--- src/rtl/synth_pkg.sv ---
// Shared synthesizer-channel definitions: pattern entry layout,
// opcodes, field widths and the pattern sequencer state encoding.
package synth_pkg;

  localparam int NOTE_WIDTH     = 6;
  localparam int DURATION_WIDTH = 8;
  localparam int ENTRY_WIDTH    = 16;

  localparam int OP_MSB   = 15;
  localparam int OP_LSB   = 14;
  localparam int NOTE_MSB = 13;
  localparam int NOTE_LSB = 8;
  localparam int DUR_MSB  = 7;
  localparam int DUR_LSB  = 0;

  localparam logic [1:0] OP_NOTE = 2'b00;
  localparam logic [1:0] OP_REST = 2'b01;
  localparam logic [1:0] OP_JUMP = 2'b10;
  localparam logic [1:0] OP_END  = 2'b11;

  typedef enum logic [1:0] {
    PS_IDLE,
    PS_FETCH,
    PS_DECODE,
    PS_HALTED
  } ps_state_e;

endpackage

--- src/rtl/pattern_sequencer.sv ---
// Pattern sequencer: on each i_enable walks the pattern ROM (resolving
// JUMP/END) and returns the next note or rest with a one-cycle o_valid.
// Ports: i_clk, i_rst (sync, active-high), i_enable, o_rom_addr,
//   i_rom_data, o_valid, o_note, o_rest, o_duration, o_done.
// Option: PATTERN_SEQ_LOOP_EN enables JUMP decoding and the jump guard;
//   without it opcode 10 decodes as END.
module pattern_sequencer
  import synth_pkg::*;
#(
  parameter int ADDR_WIDTH = 8,
  parameter int START_ADDR = 0,
  parameter int MAX_JUMPS  = 4
) (
  input  logic                      i_clk,
  input  logic                      i_rst,
  input  logic                      i_enable,
  output logic [ADDR_WIDTH-1:0]     o_rom_addr,
  input  logic [ENTRY_WIDTH-1:0]    i_rom_data,
  output logic                      o_valid,
  output logic [NOTE_WIDTH-1:0]     o_note,
  output logic                      o_rest,
  output logic [DURATION_WIDTH-1:0] o_duration,
  output logic                      o_done
);

  if (MAX_JUMPS < 1 || ADDR_WIDTH < 1 ||
      ADDR_WIDTH > NOTE_MSB + 1) begin : g_param_chk
    $error("pattern_sequencer: bad parameters");
  end

  localparam logic [ADDR_WIDTH-1:0] PC_RST =
    ADDR_WIDTH'(START_ADDR);

  ps_state_e                 state_q, state_d;
  logic [ADDR_WIDTH-1:0]     pc_q, pc_d;
  logic                      valid_q, valid_d;
  logic [NOTE_WIDTH-1:0]     note_q, note_d;
  logic                      rest_q, rest_d;
  logic [DURATION_WIDTH-1:0] dur_q, dur_d;
  logic                      done_q, done_d;
  logic                      halt;

  logic [1:0] op;
  logic       is_note;
  logic       is_rest;

  assign op      = i_rom_data[OP_MSB:OP_LSB];
  assign is_note = (op == OP_NOTE);
  assign is_rest = (op == OP_REST);

`ifdef PATTERN_SEQ_LOOP_EN
  localparam int JCW = $clog2(MAX_JUMPS + 1);
  localparam logic [JCW-1:0] JMAX = JCW'(MAX_JUMPS);

  logic [JCW-1:0] jcnt_q, jcnt_d;
  logic           is_jump;

  assign is_jump = (op == OP_JUMP);
`endif

  always_comb begin
    state_d = state_q;
    pc_d    = pc_q;
    valid_d = 1'b0;
    note_d  = note_q;
    rest_d  = rest_q;
    dur_d   = dur_q;
    done_d  = done_q;
    halt    = 1'b0;
`ifdef PATTERN_SEQ_LOOP_EN
    jcnt_d  = jcnt_q;
`endif
    unique case (state_q)
      PS_IDLE: begin
        if (i_enable) state_d = PS_FETCH;
      end
      PS_FETCH: begin
        state_d = PS_DECODE;
      end
      PS_DECODE: begin
        unique case (1'b1)
          is_note: begin
            note_d  = i_rom_data[NOTE_MSB:NOTE_LSB];
            dur_d   = i_rom_data[DUR_MSB:DUR_LSB];
            rest_d  = 1'b0;
            pc_d    = pc_q + 1'b1;
            valid_d = 1'b1;
            state_d = PS_IDLE;
`ifdef PATTERN_SEQ_LOOP_EN
            jcnt_d  = '0;
`endif
          end
          is_rest: begin
            dur_d   = i_rom_data[DUR_MSB:DUR_LSB];
            rest_d  = 1'b1;
            pc_d    = pc_q + 1'b1;
            valid_d = 1'b1;
            state_d = PS_IDLE;
`ifdef PATTERN_SEQ_LOOP_EN
            jcnt_d  = '0;
`endif
          end
`ifdef PATTERN_SEQ_LOOP_EN
          is_jump: begin
            if (jcnt_q < JMAX) begin
              pc_d    = i_rom_data[ADDR_WIDTH-1:0];
              jcnt_d  = jcnt_q + 1'b1;
              state_d = PS_FETCH;
            end else begin
              // too many chained jumps: stop as if END
              halt = 1'b1;
            end
          end
`endif
          default: halt = 1'b1;
        endcase
        if (halt) begin
          done_d  = 1'b1;
          rest_d  = 1'b1;
          dur_d   = '0;
          valid_d = 1'b1;
          state_d = PS_HALTED;
        end
      end
      PS_HALTED: begin
        // keep returning a zero-length rest; never pulse twice in a row
        valid_d = i_enable & ~valid_q;
      end
      default: state_d = PS_IDLE;
    endcase
  end

  always_ff @(posedge i_clk) begin
    if (i_rst) begin
      state_q <= PS_IDLE;
      pc_q    <= PC_RST;
      valid_q <= 1'b0;
      note_q  <= '0;
      rest_q  <= 1'b1;
      dur_q   <= '0;
      done_q  <= 1'b0;
`ifdef PATTERN_SEQ_LOOP_EN
      jcnt_q  <= '0;
`endif
    end else begin
      state_q <= state_d;
      pc_q    <= pc_d;
      valid_q <= valid_d;
      note_q  <= note_d;
      rest_q  <= rest_d;
      dur_q   <= dur_d;
      done_q  <= done_d;
`ifdef PATTERN_SEQ_LOOP_EN
      jcnt_q  <= jcnt_d;
`endif
    end
  end

  assign o_rom_addr = pc_q;
  assign o_valid    = valid_q;
  assign o_note     = note_q;
  assign o_rest     = rest_q;
  assign o_duration = dur_q;
  assign o_done     = done_q;

endmodule
--- config.mk ---
export PLATFORM = sky130hd
export DESIGN_NAME = pattern_sequencer
export DESIGN_NICKNAME = d
export VERILOG_FILES = /design/src/rtl/synth_pkg.sv /design/src/rtl/pattern_sequencer.sv
export SDC_FILE = /design/constraint.sdc
export NUM_CORES = 1
export LEC_CHECK = 0
export ABC_AREA = 1
export CELL_PAD_IN_SITES_DETAIL_PLACEMENT = 0
export CELL_PAD_IN_SITES_GLOBAL_PLACEMENT = 1
export CORE_MARGIN = 2
export CORE_UTILIZATION = 28
export CTS_BUF_LIST = sky130_fd_sc_hd__clkbuf_4
export DETAILED_ROUTE_END_ITERATION = 10
export PLACE_DENSITY = 0.75
export SETUP_SLACK_MARGIN = 0.4
export SKIP_LAST_GASP = 1
export SLEW_MARGIN = 10
export SYNTH_ARGS = -nofsm -noshare
export SYNTH_HDL_FRONTEND = slang
export SYNTH_SLANG_ARGS = --single-unit
--- constraint.sdc ---
create_clock -name i_clk -period 1.3 [get_ports i_clk]
set_input_delay 0.26 -clock i_clk [delete_from_list [all_inputs] [get_ports i_clk]]
set_output_delay 0.26 -clock i_clk [all_outputs]
set_load 0.005 [all_outputs]
==> summary.md, run 1 <==
| Metric | Value |
|---|---|
| Die Y | `67.3 µm` |
| Post-synthesis mux area share | `0` |
| CP endpoint kind | `flop` |
| Power Density | `1140 mW/mm²` |
| Core Util, Final | `0.496` |
| Row count | `22` |
| #FFs+latches synth | `27` |
| Layout cell share with drive strength beyond 1 | `0.478` |
| Largest family of logic cells by synthesized area | `simple AND/OR/NAND/NOR gates` |
| Die W | `67.3 µm` |
| Critical hold path startpoint | `i_rom_data[15]` |
| Fmax | `832 MHz` |
| Detailed Route WL | `2720 µm` |
| HP Class | `input pin to flop` |
| RSZ-0062 raised after global routing | `yes` |
| Post-Synth Simple-Gate Area | `0.276` |
| # diodes | `0` |
| Crit path DAT | `1.43 ns` |
| Worst-case clock buffer depth | `2` |
| CP Data Required Time | `1.53 ns` |
| Seq/Total Area, Yosys | `0.482` |
| Leak | `0.800 nW` |
| Hold path depth | `3` |
| Crit Path Category | `flop to flop` |
| DRC viols | `0` |
| Hpwl dp | `1980 µm` |
| Antenna Nets Post-Route | `0` |
| GR Util All Layers | `0.129` |
| Adder-cell share of the synthesized area | `0.0558` |
| Mapped cell area | `0.00112 mm²` |
| Clock sinks | `27` |
| Routed len/inst | `10.7 µm` |
| Root buf cell | `clkbuf_4` |
| Vias in the first global route | `1,095` |
| RR Endpoint | `o_rom_addr[5]` |
| Die area | `0.00453 mm²` |
| Vias | `1,129` |
| Number of synthesis warnings | `0` |
| Via density | `4.43` |
| Total Power | `0.00212 W` |
| CP bufs+invs | `1` |
| Initial Util | `0.299` |
| IO Port Bufs | `43` |
| Antenna violations before repair | `0` |
| Core Region | `0.00374 mm²` |
| Gr ovfl total | `0` |
| Net Count, Synth | `170` |
| Htree depth | `1` |
| Number of distinct library cells after synthesis | `17` |
| Status | `finished clean` |
| Clock transition at path regs | `0.14 ns` |
| Area growth, synth to finish | `65.6%` |
| Worst-path cell chain | `inv_4, ha_4, nand3_2, nor2_4, nand3_1, nand2_1, nor2_1` |
| RD Place Congestion | `0.672` |
| Fin crit period | `1.20 ns` |
| Critical path fanouts, max | `6` |
| Post-Synth XOR/XNOR Area | `0.00781` |
| Worst path slowest cell | `dfxtp_4` |
| Max-slew violations | `0` |
| Worst Hold End | `o_done` |
| Fin crit share | `0.925` |
| Total CTS buffers | `3` |
| Post-CTS Hold Fix Bufs | `0` |
| Skew final | `0.00287 ns` |
| Top delay family on crit path | `simple AND/OR/NAND/NOR gates` |
| Compound-Gate Fraction of Synth Area | `0.121` |
| VDD IR-drop max | `0.546 mV` |
| Syn_area_per_cell | `7.68 µm²` |
| RR Startpoint | `state_q[0]` |
| R2R Setup Slk | `0.1 ns` |
| TritonRoute pass-1 iters | `4` |
| CP max stage delay | `0.39 ns` |
| I/O pins | `44` |
| Clock latency on the worst-skew pair | `0.32 ns` |
| NumNets Final | `232` |
| Worst R2R Path Depth | `7` |
| Actual slew at the worst max-slew pin | `0.274 ns` |
| Cells after Synth | `146` |
| TritonCTS clock tree | `yes` |
| Final setup viols | `0` |
| Max-cap violation count | `0` |
| Critical Path Start Type | `flop` |
| Slew margin rel. | `0.817` |
| Final Hold Viols | `0` |
| First-pass GRT wire length | `4620 µm` |
| Pin count of the biggest net entering global routing | `15` |
| Initial DRC Count | `23` |
per-stage QoR:
step	setup TNS (ns)	cell area, µm²	hold WS [ns]	setup WS, ns	std cells
6_report	0	1860	0.332	0.0974	255
5_1_grt	0	1860	0.330	0.0349	255
4_1_cts	0	1680	0.456	0.115	250
3_5_place_dp	-2.35	1660	0.441	-0.157	239
3_3_place_gp	-1.60	1660	0.441	-0.106	239
2_1_floorplan	0	1150	0.329	0.239	146
how the worst max path moves through the flow:
stage	to	slack (ns)	start	cells past startpoint
final	o_rom_addr[5]	0.1	state_q[0]	7
after global routing	o_rom_addr[5]	0.03	state_q[0]	7
after CTS	o_rom_addr[7]	0.11	state_q[0]	7
after detailed placement	o_note[1]	-0.16	i_rom_data[15]	6
after global placement	o_note[3]	-0.11	i_rom_data[15]	6
after floorplan	o_rom_addr[5]	0.24	state_q[0]	7
sequential cells by signal (all words and copies together) (netlist names):
name / flops
o_duration: 8
o_rom_addr: 8
o_done: 1
o_valid: 1
o_rest: 1
o_note: 6
state_q: 2
worst register-to-register path: stages, from the launching register on:
cell and delay, ns:
dfxtp_4 0.39, inv_4 0.06, ha_4 0.18, nand3_2 0.12, nor2_4 0.16, nand3_1 0.10
nand2_1 0.07, nor2_1 0.04
synth_stat cells:
cell / n / area share
inv_2: 3 / 0.010
a21oi_1: 16 / 0.071
nand3_2: 2 / 0.018
buf_6: 1 / 0.010
nor2_8: 1 / 0.018
ha_1: 5 / 0.056
nor2_4: 1 / 0.010
dfxtp_1: 27 / 0.48
o21ai_0: 11 / 0.049
xor2_1: 1 / 0.0078
nand3_1: 3 / 0.013
nor2_2: 1 / 0.0056
buf_2: 1 / 0.0045
nand2_1: 35 / 0.12
inv_1: 9 / 0.030
nor2_1: 28 / 0.094
clkbuf_1: 1 / 0.0033
layout by cell type (no fill, tap or decap), types with 3 or more instances in the layout:
cell             netlist  routed
o21ai_0               11       5
clkdlybuf4s50_1        0      17
inv_1                  9       8
buf_6                  1       9
o21ai_1                0       4
a21oi_2                0       4
nor2_1                28      23
nor2_2                 1       3
dfxtp_4                0       3
buf_2                  1      16
dfxtp_2                0      24
ha_1                   5       3
a21oi_1               16      12
nor2_4                 1       5
clkbuf_4               0       4
buf_4                  0      15
nand2_1               35      33
kinds of logic (layout without fill, tap and decap cells):
group                      Yosys count  after routing
xor gates and xnor gates             1              1
adders and majority gates            5              5
buffers and inverters               15             75
and+or+nand+nor                     71             72
DFF                                 27             27
AOI/OAI and AO/OA                   27             27
where the power goes:
group          leakage (nW)  internal, W  switching [W]
clock                0.0184     0.000141       0.000235
sequential            0.232     0.000946      0.0000812
combinational         0.550     0.000341       0.000375
total                 0.800      0.00143       0.000692
area by class of cell:
class                   instances  area (µm²)
inverters                      12        55.1
multi-input cells             105         648
clock buffers                   4        30.0
fillers                       368        1890
repair buffers                 59         482
flip-flops and latches         27         582
well taps                      48        60.1
metal layers:
metal	part of all wire	GRT usage
met4	0.0022	0.0153
met3	0.056	0.0367
met2	0.49	0.225
met5	0	0
met1	0.45	0.162
repair_timing:
item | 4_1_cts | 5_1_grt
setup buffers | 6 | 5
pin swaps | 1 | 7
cloned | 1 | 0
endpoints found under the setup margin | 52 | 52
resized for setup | 130 | 38
Note: power is estimated with default switching activity, not from simulation.
==> run 2, diff against run 1 <==
--- a/config.mk
+++ b/config.mk
@@ -12,6 +12,7 @@
 export CORE_UTILIZATION = 28
 export CTS_BUF_LIST = sky130_fd_sc_hd__clkbuf_4
 export DETAILED_ROUTE_END_ITERATION = 10
+export HOLD_SLACK_MARGIN = 0.08
 export PLACE_DENSITY = 0.75
 export SETUP_SLACK_MARGIN = 0.4
 export SKIP_LAST_GASP = 1
==> results of run 2 <==
No change in the layout: final DEF, timing and power equal those of run 1.
==> run 3, diff against run 2 <==
--- a/config.mk
+++ b/config.mk
@@ -14,6 +14,7 @@
 export DETAILED_ROUTE_END_ITERATION = 10
 export HOLD_SLACK_MARGIN = 0.08
 export PLACE_DENSITY = 0.75
+export REMOVE_ABC_BUFFERS = 1
 export SETUP_SLACK_MARGIN = 0.4
 export SKIP_LAST_GASP = 1
 export SLEW_MARGIN = 10
==> run 3 against run 2 <==
First-iteration DRC count grew to 2.7 times the previous value; clock skew is 0.014 ns higher; count of clock-buffer cells in the layout is 1 lower; worst setup slack worse by 0.015 ns; final cell count is 4.3% higher; sequential cell count stayed put; sequential power is 4% lower; critical endpoint is now o_rom_addr[7]; highest routed layer unchanged.
==> summary.md, run 3 (synthesis gave the netlist of run 1 again) <==
| Metric | Value |
|---|---|
| Status | `finished clean` |
| Placed cell count | `242` |
| R2R Setup Slk | `0.08 ns` |
| DRC viols | `0` |
| Hpwl dp | `2080 µm` |
| RR Startpoint | `state_q[1]` |
| Hold slack | `0.461 ns` |
| Root buf cell | `clkbuf_4` |
| Fmax | `821 MHz` |
| Fin crit period | `1.22 ns` |
| Vias in the first global route | `1,163` |
| Initial Util | `0.299` |
| Final setup TNS | `0 ns` |
| Fin crit share | `0.936` |
| Filler Cells Inserted | `379` |
| Via density | `4.39` |
| Crit path DAT | `1.47 ns` |
| Routed len/inst | `11.2 µm` |
| RR Endpoint | `o_rom_addr[7]` |
| Leading cell type in the layout, fill and taps excluded | `dfxtp_2` |
| Initial DRC Count | `63` |
| Core Region | `0.00374 mm²` |
| Power Density | `1230 mW/mm²` |
| Area growth, synth to finish | `77.6%` |
| Htree depth | `1` |
| Skew final | `0.0170 ns` |
| Vias | `1,168` |
| CP Data Required Time | `1.56 ns` |
| RD Place Congestion | `0.818` |
| Post-CTS Hold Fix Bufs | `0` |
| Crit Path Category | `flop to flop` |
| Detailed Route WL | `2990 µm` |
| Die area | `0.00453 mm²` |
| Final Hold Viols | `0` |
| HP Class | `input pin to flop` |
| First-pass GRT wire length | `4940 µm` |
| Pin count of the biggest net entering global routing | `18` |
| Leak | `0.862 nW` |
| Worst R2R Path Depth | `7` |
| Final setup viols | `0` |
| Most frequent cells in the layout | `dfxtp_2 (27), nand2_1 (26), buf_4 (24)` |
| IO Port Bufs | `43` |
| RSZ-0062 raised after global routing | `yes` |
| # diodes | `0` |
| GR Util All Layers | `0.141` |
| Die W | `67.3 µm` |
| Clock sinks | `27` |
| Max-cap violation count | `0` |
| Critical path fanouts, max | `6` |
| TritonCTS clock tree | `yes` |
| Antenna Nets Post-Route | `0` |
| Layout cell share with drive strength beyond 1 | `0.564` |
| Final non-filler cell total | `266` |
| Clock latency on the worst-skew pair | `0.34 ns` |
| Die Y | `67.3 µm` |
| Critical hold path startpoint | `i_rom_data[7]` |
| Row count | `22` |
| CP endpoint kind | `flop` |
| Worst-case clock buffer depth | `2` |
| Area of the multi-input gates | `672 µm²` |
| Antenna violations before repair | `0` |
| Max-slew violations | `0` |
| VDD IR-drop max | `0.612 mV` |
| Worst Hold End | `o_duration[7]` |
| Hold path depth | `3` |
| I/O pins | `44` |
| NumNets Final | `243` |
| Sequential Area | `574 µm²` |
| Clock transition at path regs | `0.17 ns` |
| Actual slew at the worst max-slew pin | `0.239 ns` |
| TritonRoute pass-1 iters | `4` |
| Total CTS buffers | `3` |
| Critical Path Start Type | `flop` |
| Slew margin rel. | `0.840` |
| Gr ovfl total | `0` |
==> run 3: cell count changes in the layout (fill, tap and decap cells not counted), moves of 3 or more <==
cell / delta
a21oi_1: -5
a21oi_2: +4
nand2_1: -7
dfxtp_4: -3
inv_2: +3
nand2_2: +6
buf_4: +9
dfxtp_2: +3
==> run 3: cell type report <==
class,count,share of cell area
tap,48,0.0302
timing repair buffer,70,0.298
multi-input combinational,105,0.338
inverter,12,0.0302
clock inverter,1,0.00440
clock buffer,3,0.0113
sequential,27,0.288
==> run 3: timing repair <==
item / CTS / global route
gates resized for setup: 137 / 49
gates cloned: 1 / 0
pin swaps: 1 / 13
buffers inserted: 10 / 9
setup endpoints to repair: 52 / 52
==> run 3: routing by layer <==
| layer | share of wire | GRT usage | vias up |
|---|---|---|---|
| met5 | 0 | 0 | - |
| met4 | 0.012 | 0.0587 | 0 |
| met3 | 0.060 | 0.0283 | 4 |
| met2 | 0.49 | 0.252 | 38 |
| met1 | 0.44 | 0.164 | 519 |
| li1 | - | - | 607 |
==> run 3: worst max path at each step <==
stage / cells after the start / start / to
detailed placement: 7 / i_rom_data[15] / o_note[2]
floorplan: 7 / state_q[0] / o_rom_addr[6]
finish: 7 / state_q[1] / o_rom_addr[7]
global route: 7 / state_q[1] / o_rom_addr[6]
global placement: 6 / i_rom_data[15] / o_note[3]
CTS: 7 / state_q[0] / o_rom_addr[6]
==> run 3: per-stage QoR <==
stage,total power (W),utilization,cell area [µm²],worst slack [ns]
final,0.00245,0.532,1990,0.0826
after global routing,0.00260,0.532,1990,-0.0210
after CTS,0.00216,0.468,1750,0.105
after detailed placement,0.00168,0.445,1660,-0.188
after global placement,0.00164,0.445,1660,-0.151
after floorplan,0.00130,-,1100,0.0990
==> run 3: critical path, stage by stage (launching register included) <==
cell     delay, ns
dfxtp_2       0.37
buf_6         0.09
ha_4          0.18
nand3_4       0.09
nor2_4        0.18
nand3_2       0.11
nand2_2       0.08
nor2_2        0.03
==> run 3: power breakdown <==
part           total [W]  internal [W]  switching, W  leakage, nW
clock           0.000392      0.000125      0.000267       0.0183
combinational    0.00107      0.000566      0.000502        0.613
sequential      0.000990      0.000934     0.0000554        0.231
total            0.00245       0.00163      0.000825        0.862
